===== src/rtl/period_meter.sv =====
// period_meter: measures the spacing in clk_i cycles between rising edges of strobe_i.
// Latency: period_o/valid_o register on the clock edge that samples the closing strobe edge, so they are visible one cycle later.
// Backpressure: none; valid_o is a one-cycle pulse with no ready, so the consumer must capture it on that cycle.
//
// Ports:
//   clk_i     system clock
//   reset     asynchronous active-low reset
//   strobe_i  strobe to measure (synchronous to clk_i)
//   clear_i   synchronous clear: abort measurement, back to IDLE, drop flags
//   period_o  last reported period in clk_i cycles (N bits)
//   valid_o   one-cycle pulse when period_o is updated
//   locked_o  high while the two most recent raw periods are equal
//   timeout_o sticky, set when the counter saturates without an edge
//
// Optional feature macro: PERIOD_METER_AVG_EN. When defined, period_o reports the
// truncated mean of each block of four measurements instead of every measurement.
module period_meter #(
    parameter int N = 16
) (
    input  logic         clk_i,
    input  logic         reset,
    input  logic         strobe_i,
    input  logic         clear_i,
    output logic [N-1:0] period_o,
    output logic         valid_o,
    output logic         locked_o,
    output logic         timeout_o
);

    typedef enum logic {
        IDLE  = 1'b0,
        ARMED = 1'b1
    } state_t;

    localparam logic [N-1:0] CTR_MAX = '1;

    state_t       state;
    state_t       state_nx;
    logic [N-1:0] ctr;
    logic [N-1:0] ctr_nx;
    logic [N-1:0] period_nx;
    logic         valid_nx;
    logic         locked_nx;
    logic         timeout_nx;
    logic         strobe_d;
    logic         edge_det;
    // Set once a measurement exists since the last arming edge; gates lock.
    logic         have_prev;
    logic         have_prev_nx;

`ifdef PERIOD_METER_AVG_EN
    // Lock compares raw periods, which period_o no longer holds in this mode.
    logic [N-1:0] last_raw;
    logic [N-1:0] last_raw_nx;
    logic [N+1:0] acc;
    logic [N+1:0] acc_nx;
    logic [N+1:0] sum;
    logic [1:0]   cnt;
    logic [1:0]   cnt_nx;
`endif

    // A level held high yields only one edge because strobe_d follows it.
    assign edge_det = strobe_i & ~strobe_d;

    always_comb begin
        state_nx     = state;
        ctr_nx       = ctr;
        period_nx    = period_o;
        valid_nx     = 1'b0;
        locked_nx    = locked_o;
        timeout_nx   = timeout_o;
        have_prev_nx = have_prev;
`ifdef PERIOD_METER_AVG_EN
        last_raw_nx  = last_raw;
        acc_nx       = acc;
        cnt_nx       = cnt;
        sum          = acc + {2'b00, ctr};
`endif
        if (clear_i) begin
            // Clear wins over any edge or saturation in the same cycle.
            state_nx     = IDLE;
            ctr_nx       = '0;
            locked_nx    = 1'b0;
            timeout_nx   = 1'b0;
            have_prev_nx = 1'b0;
`ifdef PERIOD_METER_AVG_EN
            acc_nx       = '0;
            cnt_nx       = '0;
`endif
        end else begin
            case (state)
                IDLE: begin
                    if (edge_det) begin
                        // Reference edge: start counting, nothing to report yet.
                        state_nx     = ARMED;
                        ctr_nx       = N'(1);
                        have_prev_nx = 1'b0;
                    end
                end
                ARMED: begin
                    if (edge_det) begin
                        // ctr equals the edge spacing here, including at CTR_MAX.
`ifdef PERIOD_METER_AVG_EN
                        locked_nx   = have_prev && (ctr == last_raw);
                        last_raw_nx = ctr;
                        if (cnt == 2'd3) begin
                            period_nx = sum[N+1:2];
                            valid_nx  = 1'b1;
                            acc_nx    = '0;
                            cnt_nx    = '0;
                        end else begin
                            acc_nx = sum;
                            cnt_nx = cnt + 2'd1;
                        end
`else
                        locked_nx = have_prev && (ctr == period_o);
                        period_nx = ctr;
                        valid_nx  = 1'b1;
`endif
                        have_prev_nx = 1'b1;
                        ctr_nx       = N'(1);
                    end else if (ctr == CTR_MAX) begin
                        // Saturated without an edge: give up, keep period_o.
                        state_nx     = IDLE;
                        ctr_nx       = '0;
                        timeout_nx   = 1'b1;
                        locked_nx    = 1'b0;
                        have_prev_nx = 1'b0;
`ifdef PERIOD_METER_AVG_EN
                        acc_nx       = '0;
                        cnt_nx       = '0;
`endif
                    end else begin
                        ctr_nx = ctr + N'(1);
                    end
                end
                default: begin
                    state_nx = IDLE;
                    ctr_nx   = '0;
                end
            endcase
        end
    end

    always_ff @(posedge clk_i or negedge reset) begin
        if (!reset) begin
            state     <= IDLE;
            ctr       <= '0;
            period_o  <= '0;
            valid_o   <= 1'b0;
            locked_o  <= 1'b0;
            timeout_o <= 1'b0;
            have_prev <= 1'b0;
            strobe_d  <= 1'b0;
`ifdef PERIOD_METER_AVG_EN
            last_raw  <= '0;
            acc       <= '0;
            cnt       <= '0;
`endif
        end else begin
            state     <= state_nx;
            ctr       <= ctr_nx;
            period_o  <= period_nx;
            valid_o   <= valid_nx;
            locked_o  <= locked_nx;
            timeout_o <= timeout_nx;
            have_prev <= have_prev_nx;
            // Tracks strobe_i even during clear so a held level is not re-detected.
            strobe_d  <= strobe_i;
`ifdef PERIOD_METER_AVG_EN
            last_raw  <= last_raw_nx;
            acc       <= acc_nx;
            cnt       <= cnt_nx;
`endif
        end
    end

endmodule


===== config.mk =====
export PLATFORM = sky130hd
export DESIGN_NAME = period_meter
export DESIGN_NICKNAME = d
export VERILOG_FILES = /design/src/rtl/period_meter.sv
export SDC_FILE = /design/constraint.sdc
export NUM_CORES = 1
export LEC_CHECK = 0
export ABC_CLOCK_PERIOD_IN_PS = 2000
export BUFFER_PORTS_ARGS = -buffer_cell sky130_fd_sc_hd__buf_2
export CORE_AREA = 2 2 61 63
export DETAILED_ROUTE_END_ITERATION = 10
export DIE_AREA = 0 0 63 65
export GPL_TIMING_DRIVEN = 0
export PLACE_DENSITY = 0.75
export SLEW_MARGIN = 20
export SYNTH_ARGS = -nofsm -noshare
export SYNTH_HDL_FRONTEND = slang
export SYNTH_SLANG_ARGS = --single-unit

===== constraint.sdc =====
create_clock -name clk_i -period 2 [get_ports clk_i]
set_input_delay 0.1 -clock clk_i [delete_from_list [all_inputs] [get_ports clk_i]]
set_output_delay 0.1 -clock clk_i [all_outputs]
set_load 0.01 [all_outputs]

Word-level counts from Yosys, hierarchy flattened --
Cells that the tools add are included.
Storage, ports and cells: register bits 38, logic and storage cells 50
Operators by class: add/sub/neg operators 1, equal/unequal tests 5, muxes and demuxes 24, bitwise logic cells 4, reduce and logical (&&, ||, !) cells 8
Operators with widths (count):
- $mux 16 | 4
- $pmux 16 s2 | 1
- $mux 1 | 17
- $add 16x1->16 const B | 1
- $eq 16x16->1 | 1
- $eq 16x16->1 const B | 1
- $reduce_and 3->1 | 2
- $ne 4x2->1 const B | 1
- $pmux 1 s2 | 2
- $reduce_and 2->1 | 2
- $reduce_bool 2->1 | 2
- $ne 3x3->1 const B | 1
- $not 1->1 | 3
- $reduce_bool 3->1 | 1
- $ne 2x2->1 const B | 1
- $and 1x1->1 | 1
- $logic_and 1x1->1 | 1

Depth between registers and ports, before layout --
Gate-level depths: netlist of the first run.
depth in word-level cells 5, depth in mapped cells 6, mapped depth without buffers 6

Least setup slack after synthesis of the first run --
Ideal clock, no wire load.
path type reg2reg, start register ctr[8], end register locked_o, setup time 0.076 ns, data arrival time 1.489 ns, data required time 1.924 ns, setup slack 0.434 ns, stages on the path, launching flop included 6, path buffers 0, period minus slack after synthesis 1.566 ns, path through dfrtp_1 xor2_1 or4_1 nor4_1 nand4_1 o21ai_1
On the way: cells in the longest elaborated chain, start to end 5
RTL lines:
- start, declared | line 39 | logic [N-1:0] ctr;
- start signal, assigned | line 162 | ctr <= ctr_nx;
- $eq 16x16->1 | line 116 | locked_nx = have_prev && (ctr == period_o);
- $logic_and 1x1->1 | line 116
- $mux 1 | line 101 | if (edge_det) begin
- $mux 1 | line 91 | case (state)
- $mux 1 | line 79 | if (clear_i) begin
- end signal, assigned | line 165 | locked_o <= locked_nx;
- end, declared | line 26 | output logic locked_o,
Parallel ways exist; a longest one is shown, timed or not. The select of a mux whose other input is x is not followed. A chain may end at the register's enable or synchronous reset.

Worst setup path after layout of the first run --
start register ctr[0], end register ctr[12]
On the way: cells in the longest elaborated chain, start to end 5
RTL lines:
- $add 16x1->16 or $eq 16x16->1 (tied branches) | line 134, 122
- $mux 16 (*) | line 122 | end else if (ctr == CTR_MAX) begin
- $mux 16 (*) | line 101
- $pmux 16 s2 (*) | line 91
- $mux 16 (*) | line 79
Mark *: on every way between the ends. The rest lies on a longest branch, timed or not.

==> results.md, run 1 <==
- Vias in the first global route: 1300
- Reg clk slew, reported paths: 0.11 ns
- Async set or reset register ratio after synthesis: 1.00
- Final #Nets: 204
- Post-DP HPWL: 2650 um
- Filler cells: 322
- Root Buffer: clkbuf_4
- WL per Instance: 15.3 um
- # setup viols final: 0
- Worst-margin pin slew: 0.854 ns
- Total power draw: 0.00129 W
- Critical path type: reg -> reg
- Post-synthesis instance total: 168
- Worst hold path class: in -> reg
- Register-to-Register Path Depth: 6
- Slew margin rel.: 0.431
- Max frequency: 0.527 GHz
- Later-pin clock latency in the skew report: 0.35 ns
- Die H: 65 um
- Die width: 63 um
- Synth Flop Type: dfrtp_1
- Area Growth Syn to Fin: 13.9%
- Post-synth top cells: 38 x dfrtp_1, 16 x mux2_2, 15 x nor2_1
- Routability cong.: 0.864
- Initial drt markers: 40
- Slew Viols, Final: 0
- Highest-delay cell along the critical path: dfrtp_1
- Synth cell types: 35
- Crit Path Max Fanout: 5
- Required @ worst endpoint: 2.27 ns
- Arr. time, crit path: 2.17 ns
- Nature of the critical path endpoint: register
- Tot GR Track Use: 0.200
- RR Startpoint: ctr[0]$_DFFE_PN0P_
- H-Tree Depth: 2
- Largest net degree at the start of global routing: 39
- Vias per cell: 5.46
- PwrDens: 615 nW/um^2
- Tcrit/Tclk final: 0.949
- Top-count cell post-synth: dfrtp_1
- Hold Path Depth: 2
- GR Util met3: 0.0469
- Busiest grt layer: met2
- Share of layout cells above drive strength 1: 0.275
- Routed WL: 3800 um
- Maxcap violations: 0
- Row count: 22
- TritonCTS Buffers: 5
- Worst VDD drop: 0.343 mV
- Core ar.: 3500 um^2
- Hold worst-path end: state$_DFF_PN0_
- Warnings, synthesis: 0
- Final hold vios: 0
- Skew final: 0.0125 ns
- Area of the die: 4100 um^2
- Dominant cells by area after synthesis: dfrtp_1 52%, mux2_2 9.8%, xnor2_1 6.6%, xor2_1 5.7%, nor2_1 3.1%
- CTS Buffer Depth: 2
- Ant diodes: 0
- Initial antenna violation count: 0
- Synth area leader: dfrtp_1
- Worst-path cell chain: ha_1 -> nand4_1 -> nor2_2 -> o21ai_1 -> or3_1 -> a21oi_1
- Yosys top cell area share: 0.515
- Mapped Nets: 173
- PortBufs: 22
- Seq cells post-synth: 38
- Dpl ws: 0.0773 ns
- GR Layer Usage met1: 0.249
- Antenna-violating nets left: 0
- Slowest stage delay, CP: 0.47 ns
- Synthesized area per cell: 11.0 um^2
- First-pass GRT wire length: 6160 um
- Slack of the worst reg-to-reg path: 0.10 ns
- Final setup margin: 0.102 ns
- RR Endpoint: ctr[12]$_DFFE_PN0P_
- Num Clock Sinks: 38
- DRC Markers: 0
- Mapped cell area: 1850 um^2
- Via count: 1353
- Pleak: 1.02 nW
- I/O pin cnt: 23
- Register area share after synthesis: 0.515
- Post-Layout Cell Count: 248
- Grt total ovfl: 0
- Status: finished clean
- Placed cell count: 238
- M2 GR Usage: 0.347
- Final min period: 1.90 ns
- Starting density of the core: 0.528
- First-pass DRT Iterations: 4
- HP Start: clear_i
- CTS tree: yes
- EDFF count, synth: 0
- CP Launch Type: register
[per-layer routing]
metal,share of wire,vias to the layer above
met5,0,-
met4,0.013,0
met3,0.039,5
met2,0.51,36
met1,0.44,666
li1,-,646
[sequential cells by signal, summed over array words and instances, names as in the netlist]
| signal | cells |
|---|---|
| locked_o | 1 |
| strobe_d | 1 |
| timeout_o | 1 |
| have_prev | 1 |
| ctr | 16 |
| state | 1 |
| period_o | 16 |
| valid_o | 1 |
[power breakdown]
part	internal (W)	total, W	switching (W)
Clock	0.000170	0.000408	0.000238
Combinational	0.0000375	0.0000961	0.0000585
Sequential	0.000779	0.000790	0.0000103
Total	0.000987	0.00129	0.000306
[layout make-up]
class,count,area (um^2),area share
timing repair buffer,24,130,0.0619
clock inverter,1,5.00,0.00238
tap,48,60.1,0.0286
multi-input combinational,117,833,0.396
buffer,9,52.6,0.0250
inverter,4,15.0,0.00714
sequential,38,951,0.452
clock buffer,7,55.1,0.0262
[how the worst max path moves through the flow]
stage | from | endpoint | depth (start not counted)
6_report | ctr[0]$_DFFE_PN0P_ | ctr[12]$_DFFE_PN0P_ | 6
5_1_grt | ctr[1]$_DFFE_PN0P_ | locked_o$_DFFE_PN0P_ | 6
4_1_cts | ctr[0]$_DFFE_PN0P_ | locked_o$_DFFE_PN0P_ | 6
3_5_place_dp | ctr[0]$_DFFE_PN0P_ | locked_o$_DFFE_PN0P_ | 6
3_3_place_gp | ctr[1]$_DFFE_PN0P_ | locked_o$_DFFE_PN0P_ | 6
2_1_floorplan | ctr[8]$_DFFE_PN0P_ | locked_o$_DFFE_PN0P_ | 5
[stage by stage]
stage	util	hold slack [ns]	TNS, ns	area [um^2]
floorplan	-	-0.196	0	1850
global placement	0.577	0.234	0	2020
detailed placement	0.577	0.239	0	2020
CTS	0.599	0.0156	0	2100
global route	0.601	0.0185	-0.00386	2100
finish	0.601	0.0302	0	2100
[layout by cell type (no fill, tap or decap), types with 4 or more instances in the layout]
| cell | count |
|---|---|
| buf_2 | 24 |
| a21oi_1 | 6 |
| dfrtp_1 | 38 |
| clkbuf_1 | 4 |
| inv_1 | 4 |
| o21ai_0 | 4 |
| nand4_1 | 7 |
| mux2_2 | 16 |
| nand2_1 | 6 |
| nand3_1 | 6 |
| nor2_1 | 15 |
| xnor2_1 | 14 |
| nor4_1 | 4 |
| xor2_1 | 12 |
| clkbuf_4 | 5 |
[worst max-delay path, delay by kind of cell (launching register included)]
kind            cells  cell delay (ns)
compound gates      2             0.37
fa+ha+maj           1             0.25
flops               1             0.47
simple gates        3             0.74
[kinds of logic (layout without fill, tap and decap cells)]
family          after synthesis  count (layout)  synth area share
simple gates                 55              55             0.155
flops                        38              38             0.515
xor+xnor                     26              26             0.123
compound gates               19              19            0.0658
mux                          16              16            0.0976
buf+inv                      13              45            0.0366
fa+ha+maj                     1               1           0.00678
[what timing repair did]
| action | CTS | global route |
|---|---|---|
| resized for setup | 0 | 1 |
| hold buffers | 2 | 0 |
| setup endpoints to repair | 0 | 3 |
| endpoints found under the hold margin | 39 | 0 |
| buffers inserted | 0 | 0 |
Power figures use the tool's default switching activity.
==> inputs of run 2 (changes only) <==
Settings changed: PLACE_DENSITY 0.75 to not set, PLACE_DENSITY_LB_ADDON set to 0.25.
==> results.md, run 2 (same netlist as run 1, synthesis figures left out) <==
- Slew Viols, Final: 0 (unchanged)
- Pleak: 1.03 nW (+1.3%)
- Worst-margin pin slew: 0.838 ns (-0.0162 ns)
- Cell family contributing the most delay on the critical path: buffers and inverters
- DRC Markers: 0 (unchanged)
- Tcrit/Tclk final: 0.928 (-0.0212)
- Commonest non-fill, non-tap cell in the layout: dfrtp_1
- Starting density of the core: 0.528 (unchanged)
- Worst hold path class: in -> async
- Die H: 65 um (unchanged)
- Status: finished clean
- Initial drt markers: 38 (-5.0%)
- RR Startpoint: state$_DFF_PN0_
- Final hold vios: 0 (unchanged)
- # setup viols final: 0 (unchanged)
- Filler cells: 340 (+5.6%)
- Num Clock Sinks: 38 (unchanged)
- Regs by FF count: ctr x16, period_o x16
- Share of layout cells above drive strength 1: 0.279 (+0.00361)
- Vias in the first global route: 1337 (+2.8%)
- CP Launch Type: register
- Commonest non-fill, non-tap cells in the layout: 38 x dfrtp_1, 24 x buf_2, 16 x mux2_2, 15 x nor2_1, 14 x xnor2_1
- Worst-path cell chain: clkbuf_1 -> nor3b_1 -> buf_2 -> buf_4 -> mux2_2
- Highest-delay cell along the critical path: mux2_2
- Area Growth Syn to Fin: 15.5%
- Setup TNS: 0 ns (unchanged)
- Sum of buffers and inverters on the critical path: 3 (+3)
- Root Buffer: clkbuf_4
- Core ar.: 3500 um^2 (unchanged)
- Crit Path Max Fanout: 10 (+5)
- Maxcap violations: 0 (unchanged)
- Min Hold Slack: 0.369 ns (+0.339 ns)
- CTS Buffer Depth: 2 (unchanged)
- I/O pin cnt: 23 (unchanged)
- Later-pin clock latency in the skew report: 0.36 ns (about the same)
- Arr. time, crit path: 2.10 ns (-0.07 ns)
- Final min period: 1.86 ns (-0.0423 ns)
- Slowest stage delay, CP: 0.35 ns (-0.12 ns)
- Initial antenna violation count: 0 (unchanged)
- Largest net degree at the start of global routing: 39 (unchanged)
- Ant diodes: 0 (unchanged)
- Area of the die: 4100 um^2 (unchanged)
- Reg clk slew, reported paths: 0.11 ns (about the same)
- Required @ worst endpoint: 2.25 ns (-0.02 ns)
- Grt total ovfl: 0 (unchanged)
- Nature of the critical path endpoint: register
- Final #Nets: 205 (+0.49%)
- Crit path from: state$_DFF_PN0_
- CTS tree: yes
- Post-CTS setup buffer count: 0 (unchanged)
- Post-Layout Cell Count: 249 (+0.40%)
- Row count: 22 (unchanged)
- Critical path type: reg -> reg
- RSZ-0062 raised after global routing: false
- Skew final: 0.00817 ns (-0.00431 ns)
- H-Tree Depth: 2 (unchanged)
- Die width: 63 um (unchanged)
- Post-DP HPWL: 2540 um (-4.0%)
- TritonCTS Buffers: 5 (unchanged)
- Antenna-violating nets left: 0 (unchanged)
- Routability cong.: 0.805 (-6.8%)
- Max frequency: 0.539 GHz (+2.3%)
- Routed WL: 3630 um (-4.5%)
- PortBufs: 22 (unchanged)
- Slew margin rel.: 0.441 (+0.0108)
- Finished Cell Area: 2130 um^2 (+1.4%)
- PwrDens: 647 nW/um^2 (+5.2%)
- Total power draw: 0.00138 W (+6.6%)
- Tot GR Track Use: 0.201 (+0.000985)
- Placed cell count: 238 (unchanged)
- Via count: 1341 (-0.89%)
- Vias per cell: 5.39 (-1.3%)
- First-pass DRT Iterations: 4 (unchanged)
- WL per Instance: 14.6 um (-4.9%)
- Worst VDD drop: 0.432 mV (+26%)
- First-pass GRT wire length: 6160 um (unchanged)
- Placed cell areas: 2020 um^2 (unchanged)
## run 2: cell count changes in the layout (fill, tap and decap cells not counted)
cell           delta
clkinv_2          -1
clkbuf_8          +2
dlygate4sd3_1     +1
clkbuf_1          -1
## run 2: layout make-up
cell class                      count  area, um^2  share of cell area
Sequential cell                    38         951               0.446
Multi-Input combinational cell    117         833               0.391
Timing Repair Buffer               25         140              0.0658
Clock buffer                        8        78.8              0.0370
Tap cell                           48        60.1              0.0282
Buffer                              9        52.6              0.0247
Inverter                            4        15.0             0.00705
## run 2: worst reg2reg max path, cell delays in order (launching register included)
cell and delay, ns:
dfrtp_1 0.34, clkbuf_1 0.31, nor3b_1 0.22, buf_2 0.28, buf_4 0.25, mux2_2 0.35
## run 2: path summary, 6_finish.rpt
path / end / slack [ns] / cells after the start
max: period_o[6]$_DFFE_PN0P_ / 0.14 / 5
min: period_o[15]$_DFFE_PN0P_ / 0.37 / 2
max reg2reg: period_o[6]$_DFFE_PN0P_ / 0.14 / 5
min reg2reg: locked_o$_DFFE_PN0P_ / 0.49 / 2
max in group asynchronous: ctr[0]$_DFFE_PN0P_ / 1.10 / 2
min in group clk_i: strobe_d$_DFF_PN0_ / 0.41 / 2
## run 2: through the flow
step	utilization	setup WS, ns
after floorplan	-	0.434
after global placement	0.577	0.112
after detailed placement	0.577	0.114
after CTS	0.608	0.0648
after global routing	0.610	0.0236
final	0.610	0.144
## run 2: layer usage
metal	part of all wire	GRT usage
met1	0.46	0.261
met2	0.47	0.316
met4	0.017	0.0833
met3	0.058	0.0573
met5	0	0
## run 2: power breakdown
group          leakage (nW)  internal, W  switching, W  total [W]
combinational         0.464    0.0000387     0.0000580  0.0000967
clock                0.0446     0.000240      0.000253   0.000493
sequential            0.526     0.000779    0.00000981   0.000789
total                  1.03      0.00106      0.000321    0.00138
## run 2: timing repair
| item | 4_1_cts | 5_1_grt |
|---|---|---|
| hold buffers | 3 | 0 |
| endpoints found under the hold margin | 42 | 0 |
| gates resized for setup | 0 | 1 |
| endpoints found under the setup margin | 0 | 1 |
